===== src/rtl/pipeline_hazard_ctrl.sv =====
// Pipeline sequencing controller: stage enables, flush/bubble for load-use,
// taken branches and data-memory waits, EX forwarding selects and perf counters.
module pipeline_hazard_ctrl #(
  parameter int MEM_TIMEOUT = 16,
  parameter int CNT_W       = 32
) (
  input  logic             clk,
  input  logic             reset_n,
  input  logic [4:0]       ID_Rs1,
  input  logic [4:0]       ID_Rs2,
  input  logic [4:0]       EX_Rs1,
  input  logic [4:0]       EX_Rs2,
  input  logic [4:0]       EX_Rd,
  input  logic             EX_mem_read,
  input  logic [4:0]       MEM_Rd,
  input  logic [4:0]       WB_Rd,
  input  logic             MEM_reg_write,
  input  logic             WB_reg_write,
  input  logic             branch_taken,
  input  logic             dmem_req,
  input  logic             dmem_ready,
  output logic             pc_en,
  output logic             if_id_en,
  output logic             id_ex_en,
  output logic             ex_mem_en,
  output logic             mem_wb_en,
  output logic             if_id_flush,
  output logic             id_ex_flush,
  output logic             mem_wb_bubble,
  output logic [1:0]       forward_a,
  output logic [1:0]       forward_b,
  output logic             mem_err,
  output logic [CNT_W-1:0] stall_cnt,
  output logic [CNT_W-1:0] flush_cnt
);

  typedef enum logic [1:0] {RUN, MEM_WAIT, ERROR} state_e;

  state_e           state_q, state_d;
  logic [7:0]       wait_q, wait_d;
  logic             err_q, err_d;
  logic [CNT_W-1:0] stall_q, flush_q;
  logic             mem_stall, halted, load_use;

  function automatic logic [1:0] fwd_sel(input logic [4:0] rs,
                                         input logic mem_w, input logic [4:0] mem_rd,
                                         input logic wb_w, input logic [4:0] wb_rd);
    if (mem_w && mem_rd != 5'd0 && mem_rd == rs)  return 2'b10;
    else if (wb_w && wb_rd != 5'd0 && wb_rd == rs) return 2'b01;
    else return 2'b00;
  endfunction

  assign load_use = EX_mem_read && (EX_Rd != 5'd0) && (EX_Rd == ID_Rs1 || EX_Rd == ID_Rs2);

  always_comb begin
    state_d   = state_q;
    wait_d    = wait_q;
    err_d     = err_q;
    mem_stall = 1'b0;
    halted    = 1'b0;
    case (state_q)
      RUN: begin
        if (dmem_req && !dmem_ready) begin
          mem_stall = 1'b1;
          state_d   = MEM_WAIT;
          wait_d    = 8'd1;
        end
      end
      MEM_WAIT: begin
        if (!dmem_ready) begin
          mem_stall = 1'b1;
          if (wait_q == 8'(MEM_TIMEOUT)) begin
            state_d = ERROR;
            err_d   = 1'b1;
          end else begin
            wait_d = wait_q + 8'd1;
          end
        end else begin
          state_d = RUN;
          wait_d  = 8'd0;
        end
      end
      ERROR: begin
        halted = 1'b1;
        err_d  = 1'b1;
      end
      default: state_d = RUN;
    endcase
  end

  // Hazard priority: halt > memory stall > branch flush > load-use stall.
  always_comb begin
    pc_en         = 1'b1;
    if_id_en      = 1'b1;
    id_ex_en      = 1'b1;
    ex_mem_en     = 1'b1;
    mem_wb_en     = 1'b1;
    if_id_flush   = 1'b0;
    id_ex_flush   = 1'b0;
    mem_wb_bubble = 1'b0;
    forward_a     = fwd_sel(EX_Rs1, MEM_reg_write, MEM_Rd, WB_reg_write, WB_Rd);
    forward_b     = fwd_sel(EX_Rs2, MEM_reg_write, MEM_Rd, WB_reg_write, WB_Rd);
    if (halted) begin
      {pc_en, if_id_en, id_ex_en, ex_mem_en, mem_wb_en} = 5'b00000;
    end else if (mem_stall) begin
      {pc_en, if_id_en, id_ex_en, ex_mem_en} = 4'b0000;
      mem_wb_bubble = 1'b1;
    end else if (branch_taken) begin
      if_id_flush = 1'b1;
      id_ex_flush = 1'b1;
    end else if (load_use) begin
      pc_en       = 1'b0;
      if_id_en    = 1'b0;
      id_ex_flush = 1'b1;
    end
    if (!reset_n) begin
      {pc_en, if_id_en, id_ex_en, ex_mem_en, mem_wb_en} = 5'b00000;
      {if_id_flush, id_ex_flush, mem_wb_bubble}         = 3'b000;
      forward_a = 2'b00;
      forward_b = 2'b00;
    end
  end

  always_ff @(posedge clk or negedge reset_n) begin
    if (!reset_n) begin
      state_q <= RUN;
      wait_q  <= 8'd0;
      err_q   <= 1'b0;
      stall_q <= '0;
      flush_q <= '0;
    end else begin
      state_q <= state_d;
      wait_q  <= wait_d;
      err_q   <= err_d;
      if (!halted && !pc_en && stall_q != '1) stall_q <= stall_q + 1'b1;
      if (if_id_flush && flush_q != '1)      flush_q <= flush_q + 1'b1;
    end
  end

  assign mem_err   = err_q;
  assign stall_cnt = stall_q;
  assign flush_cnt = flush_q;

endmodule

===== config.mk =====
export PLATFORM = sky130hd
export DESIGN_NAME = pipeline_hazard_ctrl
export DESIGN_NICKNAME = d
export VERILOG_FILES = /design/src/rtl/pipeline_hazard_ctrl.sv
export SDC_FILE = /design/constraint.sdc
export NUM_CORES = 1
export LEC_CHECK = 0
export CORE_MARGIN = 4
export CORE_UTILIZATION = 35
export CTS_BUF_LIST = sky130_fd_sc_hd__clkbuf_2
export CTS_CLUSTER_SIZE = 40
export DETAILED_ROUTE_END_ITERATION = 16
export SYNTH_ARGS = -nofsm -noshare
export SYNTH_HDL_FRONTEND = slang
export SYNTH_SLANG_ARGS = --single-unit

===== constraint.sdc =====
create_clock -name clk -period 3.5 [get_ports clk]
set_input_delay 1.05 -clock clk [delete_from_list [all_inputs] [get_ports clk]]
set_output_delay 1.05 -clock clk [all_outputs]
set_load 0.005 [all_outputs]

=== Word level (Yosys, flattened, before mapping) ===
Index checks and enable logic that the tools add are counted.

* Bits in registers: 75
* Logic and storage cells: 93

* Add/subtract/negate cells: 3
* Eq/ne operators: 16
* Muxes and demuxes: 43
* Bitwise gates (word level): 1
* Reduce and logical (&&, ||, !) cells: 25

{| class="wikitable"
|+ Operators with widths
! kind !! count
|-
| 32-bit by 1-bit adder with 32-bit output, second input constant || 2
|-
| 32-bit inequality test, second input constant || 2
|-
| 5-bit equality test || 6
|-
| 1-bit 2-to-1 mux || 29
|-
| 8-bit 2-to-1 mux || 3
|-
| 8-bit one-hot mux with 2 select lines || 1
|-
| 5-bit nonzero test || 3
|-
| 2-bit 2-to-1 mux || 7
|-
| 1-bit logical AND || 12
|-
| 3-bit AND reduction || 3
|-
| 8-bit by 1-bit adder with 8-bit output, second input constant || 1
|-
| 8-bit by 5-bit equality test with 1-bit output, second input constant || 1
|-
| 2-bit inequality test, second input constant || 3
|-
| 3-bit inequality test, second input constant || 2
|-
| 2-bit one-hot mux with 3 select lines || 1
|-
| 1-bit one-hot mux with 2 select lines || 2
|-
| 2-bit nonzero test || 2
|-
| 1-bit logical NOT || 3
|-
| 2-bit by 1-bit equality test with 1-bit output, second input constant || 1
|-
| 2-bit equality test, second input constant || 1
|-
| 2-bit logical NOT || 1
|-
| 1-bit logical OR || 1
|-
| 1-bit NOT || 1
|}

=== Depth between registers and ports, before layout ===
Gate-level depths: netlist of run 1.

* Word-level depth: 11
* Gate-level depth with buffers: 8
* Depth with buffers taken out: 8

=== Least setup slack after synthesis of run 1 ===
No wires, ideal clock.

* Path type: input to output
* Start: input port EX_Rd[1]
* End: output port pc_en
* Arrival time: 2.200 ns
* Path slack: 0.250 ns
* Cell stages on the path: 5
* Buffers on the path: 1
* Cells stage by stage: or4_1 o21ai_1 nor2b_1 a21boi_0 buf_4

* Cells in the longest elaborated chain, start to end: 8
* Elaborated cells between the ends (all ways): 11
* Those cells by class: eq/ne (2); mux (5); reduce/logical (4)

{| class="wikitable"
|+ Ends and longest elaborated chain
! element !! line !! RTL
|-
| start, declared || 13 || <nowiki>input logic [4:0] EX_Rd,</nowiki>
|-
| 5-bit equality test / 5-bit nonzero test (equally long branches) || 53 || <nowiki>assign load_use = EX_mem_read && (EX_Rd != 5'd0) && (EX_Rd == ID_Rs1 || EX_Rd == ID_Rs2);</nowiki>
|-
| 1-bit logical OR / 1-bit logical AND (equally long branches) || 53 ||
|-
| 1-bit logical AND * || 53 ||
|-
| 1-bit 2-to-1 mux * (5 in a row) || -- ||
|-
| end, declared || 22 || <nowiki>output logic pc_en,</nowiki>
|}

Every way passes the cells marked *; elsewhere a longest branch is shown, timed or not.

=== Final worst setup path of run 1 ===
* Start: input port WB_Rd[3]
* End: output port forward_b[0]

* Cells in the longest elaborated chain, start to end: 6
* Elaborated cells between the ends (all ways): 7
* Those cells by class: eq/ne (1); mux (3); reduce/logical (3)

{| class="wikitable"
|+ Ends and longest elaborated chain
! element !! line !! RTL
|-
| start, declared || 16 || <nowiki>input logic [4:0] WB_Rd,</nowiki>
|-
| 5-bit nonzero test || 49 || <nowiki>else if (wb_w && wb_rd != 5'd0 && wb_rd == rs) return 2'b01;</nowiki>
|-
| 1-bit logical AND || 49 ||
|-
| 1-bit logical AND * || 49 ||
|-
| 1-bit 2-to-1 mux * || 49 ||
|-
| 2-bit 2-to-1 mux * || 48 || <nowiki>if (mem_w && mem_rd != 5'd0 && mem_rd == rs) return 2'b10;</nowiki>
|-
| 2-bit 2-to-1 mux * || 116 || <nowiki>if (!reset_n) begin</nowiki>
|-
| end, declared || 31 || <nowiki>output logic [1:0] forward_b,</nowiki>
|}

Marked as above.

==> summary.md, run 1 <==
| Metric | Value |
|---|---|
| Run status | `finished clean` |
| Fraction of synthesis flops using an asynchronous set or reset pin | `1.00` |
| Fraction of the mapped netlist area in simple logic gates | `0.300` |
| Data arrival time at the worst-slack endpoint | `2.42 ns` |
| # port buffers | `119` |
| Final Max Tran Viols | `0` |
| Hold WC Path Type | `in2async` |
| # diodes | `0` |
| Adder-cell share of the synthesized area | `0.0114` |
| Count of cells along the worst register-to-register path | `7` |
| Average wire per cell in the routed design | `14.8 µm` |
| Share of the yosys chip area belonging to registers | `0.429` |
| Largest fanout on the critical path | `3` |
| Synthesis-stage register bit count | `75` |
| Total count of hold-check failures in the final report | `0` |
| Largest net degree at the start of global routing | `57` |
| Setup crit start | `WB_Rd[3]` |
| Xor and xnor area share after synthesis | `0.188` |
| Worst Skew | `0.0182 ns` |
| Count of TritonRoute iterations in the first routing pass | `4` |
| Worst EP required | `2.45 ns` |
| Main synth FF type | `sky130_fd_sc_hd__dfrtp_1` |
| Dominant combinational cell family by area after synthesis | `simple AND/OR/NAND/NOR gates` |
| DIE HEIGHT | `120 µm` |
| Critical setup path kind | `in2out` |
| Final period utilization | `0.992` |
| Total of endpoints with negative setup slack in the final report | `0` |
| Number of buffers created by CTS | `9` |
| Total clock sinks | `75` |
| CTS Buffer Depth | `2` |
| Overall routing resource usage | `0.166` |
| Number of max-cap violations | `0` |
| Utilization of the core after routing | `0.506` |
| Net Count, Synth | `about 480` |
| Post-route DRC violation count | `0` |
| Area after DPL | `between 6000 and 7000 µm²` |
| Critical path launch point type | `primary input` |
| Final Instance Area | `roughly 6100 µm²` |
| Leakage power | `around 0.0026 µW` |
| Antenna violations before repair | `0` |
| Total number of yosys warnings | `0` |
| Die width | `120 µm` |
| DR iter-0 viols | `172` |
| Category of the worst setup path capture point | `output pin` |
| Fraction of final layout cells sized beyond drive strength 1 | `0.181` |
| Pre-CTS setup slack | `-0.691 ns` |
| TritonCTS clock tree | `yes` |
| Floorplan core area | `approximately 12,000 µm²` |
| Insertion delay to the later sink of the worst-skew pair | `0.51 ns` |
| I/O pin count | `120` |
| Number of nets in the layout | `around 640` |
| Reg clk slew, reported paths | `0.20 ns` |
| Compound-cell area share of the yosys netlist | `0.0380` |
| P per Cell Area | `between 300 and 400 nW/µm²` |
| Max_slew headroom | `0.513` |
| Synth-to-layout area growth | `39.9%` |
| Peak supply drop | `about 0.36 mV` |
| Standard-cell rows | `40` |
| HPWL after detailed placement | `8420 µm` |
| Via count of the first global-routing pass | `3,914` |
| Reg2Reg Launch Point | `stall_cnt[0]$_DFFE_PN0P_` |
| Routed Antenna Nets | `0` |
| Minimum period implied by the final worst setup slack | `3.47 ns` |
| Netlist area before placement | `4380 µm²` |
| Overall via count from detail_route | `~3,800` |
| Count of hold buffers inserted by post-cts repair | `0` |
| Count of different cell masters after synthesis | `53` |
| Clock Root Buffer | `sky130_fd_sc_hd__clkbuf_2` |
| Multiplexer share of the synthesized area | `0.00943` |
| GRT Residual Overflow | `0` |
| Setup ws final | `0.0296 ns` |
| Initial core utilization | `0.361` |
| GP Congestion | `0.812` |
| Total number of H-tree levels | `3` |
| Unrepaired setup endpoints after global routing | `yes` |
| R2R Path End | `stall_cnt[1]$_DFFE_PN0P_` |
| Number of flops mapped to enable cells by yosys | `0` |
| Flop-to-flop setup slack | `1.10 ns` |
| Average via count per standard cell | `4.91` |
| Final wirelength | `11,300 µm` |
| Wire length of the first global-routing pass | `19,600 µm` |
| Measured slew at the worst slew-check pin | `0.731 ns` |
| Mapped Avg Cell Area | `10.1 µm²` |
| Die area | `14,400 µm²` |
| Max Freq | `0.288 GHz` |
| Number of instances in the synthesized netlist | `434` |
[cell type report]
class,instances,area [µm²]
Fill cell,1141,5990
Multi-Input combinational cell,339,2470
Sequential cell,75,1880
Timing Repair Buffer,161,1440
Tap cell,168,210
Clock inverter,5,46.3
Clock buffer,9,45.0
Inverter,8,30.0
[sequential cells by signal, indices dropped and copies added, names as in the netlist]
name	count
flush_cnt	32
mem_err	1
stall_cnt	32
state_q	2
wait_q	8
[power breakdown]
group | internal (µW) | leakage, µW | switching, µW
clock network | 150 | 0.0000601 | 292
logic | 395 | 0.00162 | 277
registers | 978 | 0.000936 | 183
total | 1520 | 0.00262 | 752
[layer usage]
metal,global-route usage,part of all wire,up-vias
met5,0,0,-
met4,0.0394,0.011,0
met3,0.0500,0.061,10
met2,0.266,0.46,126
met1,0.221,0.46,1761
li1,-,-,1856
[critical path: stages]
cell and delay, ns:
sky130_fd_sc_hd__clkbuf_2 0.13, sky130_fd_sc_hd__or4_1 0.13, sky130_fd_sc_hd__o211ai_1 0.11, sky130_fd_sc_hd__or4_1 0.51, sky130_fd_sc_hd__nor4_2 0.32, sky130_fd_sc_hd__buf_2 0.17
[synthesized netlist by cell type, types with 2 or more instances]
master / n / share of area
sky130_fd_sc_hd__xor2_1: 57 / 0.11
sky130_fd_sc_hd__and2_1: 9 / 0.013
sky130_fd_sc_hd__nand2_1: 34 / 0.029
sky130_fd_sc_hd__o21ai_1: 4 / 0.0046
sky130_fd_sc_hd__and3_1: 9 / 0.013
sky130_fd_sc_hd__buf_2: 5 / 0.0057
sky130_fd_sc_hd__nand4_2: 2 / 0.0057
sky130_fd_sc_hd__buf_4: 2 / 0.0034
sky130_fd_sc_hd__nor2b_1: 2 / 0.0029
sky130_fd_sc_hd__inv_1: 6 / 0.0051
sky130_fd_sc_hd__nor2_1: 32 / 0.027
sky130_fd_sc_hd__nand4_4: 3 / 0.015
sky130_fd_sc_hd__or4_1: 4 / 0.0069
sky130_fd_sc_hd__mux2_4: 2 / 0.0069
sky130_fd_sc_hd__nor4b_2: 2 / 0.0069
sky130_fd_sc_hd__clkbuf_1: 3 / 0.0026
sky130_fd_sc_hd__and4_1: 10 / 0.020
sky130_fd_sc_hd__buf_6: 2 / 0.0051
sky130_fd_sc_hd__nand3_1: 40 / 0.046
sky130_fd_sc_hd__nor4_4: 4 / 0.019
sky130_fd_sc_hd__inv_2: 2 / 0.0017
sky130_fd_sc_hd__o21a_1: 2 / 0.0034
sky130_fd_sc_hd__ha_1: 4 / 0.011
sky130_fd_sc_hd__nand2b_1: 4 / 0.0057
sky130_fd_sc_hd__nand4_1: 17 / 0.024
sky130_fd_sc_hd__a21oi_1: 6 / 0.0069
sky130_fd_sc_hd__dfrtp_1: 75 / 0.43
sky130_fd_sc_hd__nor3_2: 4 / 0.0091
sky130_fd_sc_hd__xnor2_1: 37 / 0.074
sky130_fd_sc_hd__nor3_1: 19 / 0.022
sky130_fd_sc_hd__o21ai_0: 2 / 0.0023
sky130_fd_sc_hd__nor4_1: 9 / 0.013
[cells in the final DEF (no fill, tap or decap), types with 18 or more instances in the layout]
cell                               n
sky130_fd_sc_hd__xor2_1           57
sky130_fd_sc_hd__nor2_1           32
sky130_fd_sc_hd__clkbuf_2         18
sky130_fd_sc_hd__buf_4            41
sky130_fd_sc_hd__nand3_1          40
sky130_fd_sc_hd__dfrtp_1          75
sky130_fd_sc_hd__nand2_1          34
sky130_fd_sc_hd__clkdlybuf4s50_1  86
sky130_fd_sc_hd__nor3_1           18
sky130_fd_sc_hd__xnor2_1          36
[metrics by stage]
step	TNS (ns)	instances	hold slack, ns	total power (µW)
after CTS	-0.122	765	0.415	2310
final	0	765	0.471	2270
after detailed placement	-4.39	749	0.460	1850
after floorplan	0	434	0.446	1430
after global placement	-4.17	749	0.456	1840
after global routing	-0.0686	765	0.394	2440
[worst max path at each step]
| stage | to | slack (ns) | cells past startpoint |
|---|---|---|---|
| floorplan | pc_en | 0.25 | 5 |
| global placement | forward_b[0] | -0.67 | 6 |
| detailed placement | forward_a[0] | -0.69 | 7 |
| CTS | pc_en | -0.06 | 6 |
| global route | forward_b[0] | -0.05 | 6 |
| finish | forward_b[0] | 0.03 | 6 |
[logic make-up (layout without fill, tap and decap cells)]
logic type               Yosys count  in the layout
AND/OR/NAND/NOR                  215            215
multiplexers                       3              3
buffers and inverters             20            183
adder cells (fa/ha/maj)            4              4
XOR/XNOR                          94             94
flip-flops                        75             75
AO/OA/AOI/OAI                     23             23
[what timing repair did]
action / 4_1_cts / 5_1_grt
hold endpoints to repair: 0 / 0
endpoints found under the setup margin: 11 / 6
pin swaps: 16 / 12
buffers inserted: 3 / 0
resized for setup: 59 / 24
(Power assumes the default switching activity.)
==> run 2, diff against run 1 <==
CAP_MARGIN = 5   (was not set)
==> results of run 2 <==
No change in the layout: final DEF, timing and power equal those of run 1.
==> run 3, diff against run 2 <==
CORE_ASPECT_RATIO = 1.25   (was not set)
CTS_BUF_LIST = not set   (was sky130_fd_sc_hd__clkbuf_2)
SLEW_MARGIN = 40   (was not set)
==> run 3 against run 2 <==
  * Clock power is 120% higher
  * Cell area grew 4.1%
  * Critical path depth is the same
  * Register-to-register slack about the same
  * Utilization is 1.6 points higher
  * Sequential power about the same
  * Largest power group unchanged
  * Global-route usage is 0.45 points higher
  * Critical path type unchanged
  * First-iteration DRC count down 33%
==> summary.md, run 3 (synthesized netlist as in run 1, its figures left out) <==
| Metric | Value |
|---|---|
| Run status | `finished clean` |
| Routed Antenna Nets | `0` |
| Commonest cells after routing, fill and taps aside | `sky130_fd_sc_hd__clkdlybuf4s50_1 (86), sky130_fd_sc_hd__dfrtp_1 (75), sky130_fd_sc_hd__xor2_1 (57), sky130_fd_sc_hd__nand3_1 (40), sky130_fd_sc_hd__xnor2_1 (36)` |
| Total of endpoints with negative setup slack in the final report | `0` |
| Critical setup path kind | `in2out` |
| Critical path launch point type | `primary input` |
| Minimum period implied by the final worst setup slack | `about 3.5 ns` |
| Number of buffers created by CTS | `9` |
| Final Max Tran Viols | `0` |
| Area after DPL | `5990 µm²` |
| TritonCTS clock tree | `yes` |
| Total count of hold-check failures in the final report | `0` |
| Fill count | `1,159` |
| Worst EP required | `2.45 ns` |
| Overall via count from detail_route | `3,828` |
| Flop-to-flop setup slack | `1.10 ns` |
| Largest net degree at the start of global routing | `43` |
| Total number of H-tree levels | `3` |
| Reg clk slew, reported paths | `0.06 ns` |
| Insertion delay to the later sink of the worst-skew pair | `0.33 ns` |
| Floorplan core area | `12,200 µm²` |
| Most common cell after layout, fill and taps aside | `sky130_fd_sc_hd__clkdlybuf4s50_1` |
| Clock Root Buffer | `sky130_fd_sc_hd__clkbuf_16` |
| Total clock sinks | `75` |
| # port buffers | `~120` |
| Synth-to-layout area growth | `45.7%` |
| Wire length of the first global-routing pass | `slightly below 20,000 µm` |
| Max Freq | `0.289 GHz` |
| Fraction of final layout cells sized beyond drive strength 1 | `0.194` |
| GRT Residual Overflow | `0` |
| Die area | `14,400 µm²` |
| Initial core utilization | `0.358` |
| Final wirelength | `11,600 µm` |
| P per Cell Area | `roughly 440 nW/µm²` |
| Footprint of the multi-input gates | `2490 µm²` |
| Number of max-cap violations | `0` |
| Measured slew at the worst slew-check pin | `0.634 ns` |
| Unrepaired setup endpoints after global routing | `yes` |
| Overall routing resource usage | `0.170` |
| Cell count after placement | `roughly 740` |
| GP Congestion | `0.816` |
| DIE HEIGHT | `133 µm` |
| Final Instance Area | `6380 µm²` |
| Peak supply drop | `0.282 mV` |
| Standard-cell rows | `45` |
| I/O pin count | `120` |
| DR iter-0 viols | `about 120` |
| Data arrival time at the worst-slack endpoint | `2.41 ns` |
| HPWL after detailed placement | `approximately 8700 µm` |
| Hold WC Path Type | `reg2reg` |
| Average via count per standard cell | `5.03` |
| Max_slew headroom | `0.576` |
| CTS Buffer Depth | `2` |
| Non-filler instance count after layout | `761` |
| # diodes | `0` |
| Count of TritonRoute iterations in the first routing pass | `6` |
| Number of nets in the layout | `639` |
| Die width | `between 100 and 150 µm` |
| Average wire per cell in the routed design | `15.3 µm` |
| Post-route DRC violation count | `0` |
| Largest fanout on the critical path | `2` |
| Category of the worst setup path capture point | `output pin` |
| Reg area | `1880 µm²` |
| Antenna violations before repair | `0` |
| Worst Skew | `0.00790 ns` |
| Leakage power | `0.00274 µW` |
| Final period utilization | `0.989` |
| Via count of the first global-routing pass | `approximately 4,100` |
-- run 3: area by class of cell --
class | count | share of cell area
multi-input cells | 339 | 0.391
well taps | 164 | 0.0322
flip-flops and latches | 75 | 0.294
clock buffers | 9 | 0.0353
clock inverters | 7 | 0.0129
repair buffers | 159 | 0.229
inverters | 8 | 0.00471
-- run 3: worst max-delay path, stage by stage --
cell and delay, ns:
sky130_fd_sc_hd__buf_6 0.10, sky130_fd_sc_hd__or4_4 0.55, sky130_fd_sc_hd__o21ai_4 0.20, sky130_fd_sc_hd__nor4_4 0.06
sky130_fd_sc_hd__nor4_2 0.29, sky130_fd_sc_hd__buf_2 0.17
-- run 3: metrics by stage --
stage	hold WS [ns]	TNS (ns)	worst slack, ns	utilization	total power (µW)
2_1_floorplan	0.446	0	0.250	-	1430
3_3_place_gp	0.460	-4.00	-0.689	0.491	1830
3_5_place_dp	0.462	-4.40	-0.807	0.491	1850
4_1_cts	0.477	0	0.000782	0.519	2830
5_1_grt	0.487	-0.0142	-0.00856	0.522	2970
6_report	0.468	0	0.0379	0.522	2790
-- run 3: path summary, 6_finish.rpt --
kind                                        endpoint  cells after the start                     start
setup / recovery                        forward_b[0]                      6                 MEM_Rd[4]
hold / removal                   mem_err$_DFFE_PN0P_                      1       mem_err$_DFFE_PN0P_
setup reg to reg            stall_cnt[1]$_DFFE_PN0P_                      7  stall_cnt[0]$_DFFE_PN0P_
hold reg to reg                  mem_err$_DFFE_PN0P_                      1       mem_err$_DFFE_PN0P_
max in group asynchronous  stall_cnt[24]$_DFFE_PN0P_                      4                   reset_n
min in group asynchronous     state_q[0]$_DFFE_PN0P_                      3                   reset_n
-- run 3: power breakdown --
part           switching, µW  internal, µW  leakage (µW)
registers                177           980      0.000936
clock network            388           566      0.000150
logic                    286           399       0.00165
total                    850          1940       0.00274
-- run 3: what timing repair did --
| action | 4_1_cts | 5_1_grt |
|---|---|---|
| pin swaps | 14 | 14 |
| setup endpoints to repair | 11 | 8 |
| hold buffers | 0 | 0 |
| buffers inserted | 2 | 0 |
| resized for setup | 83 | 21 |
-- run 3: routing by layer --
layer	global-route usage	wire length, µm
met5	0	0
met4	0.0526	213
met3	0.0542	608
met2	0.295	6110
met1	0.199	4710
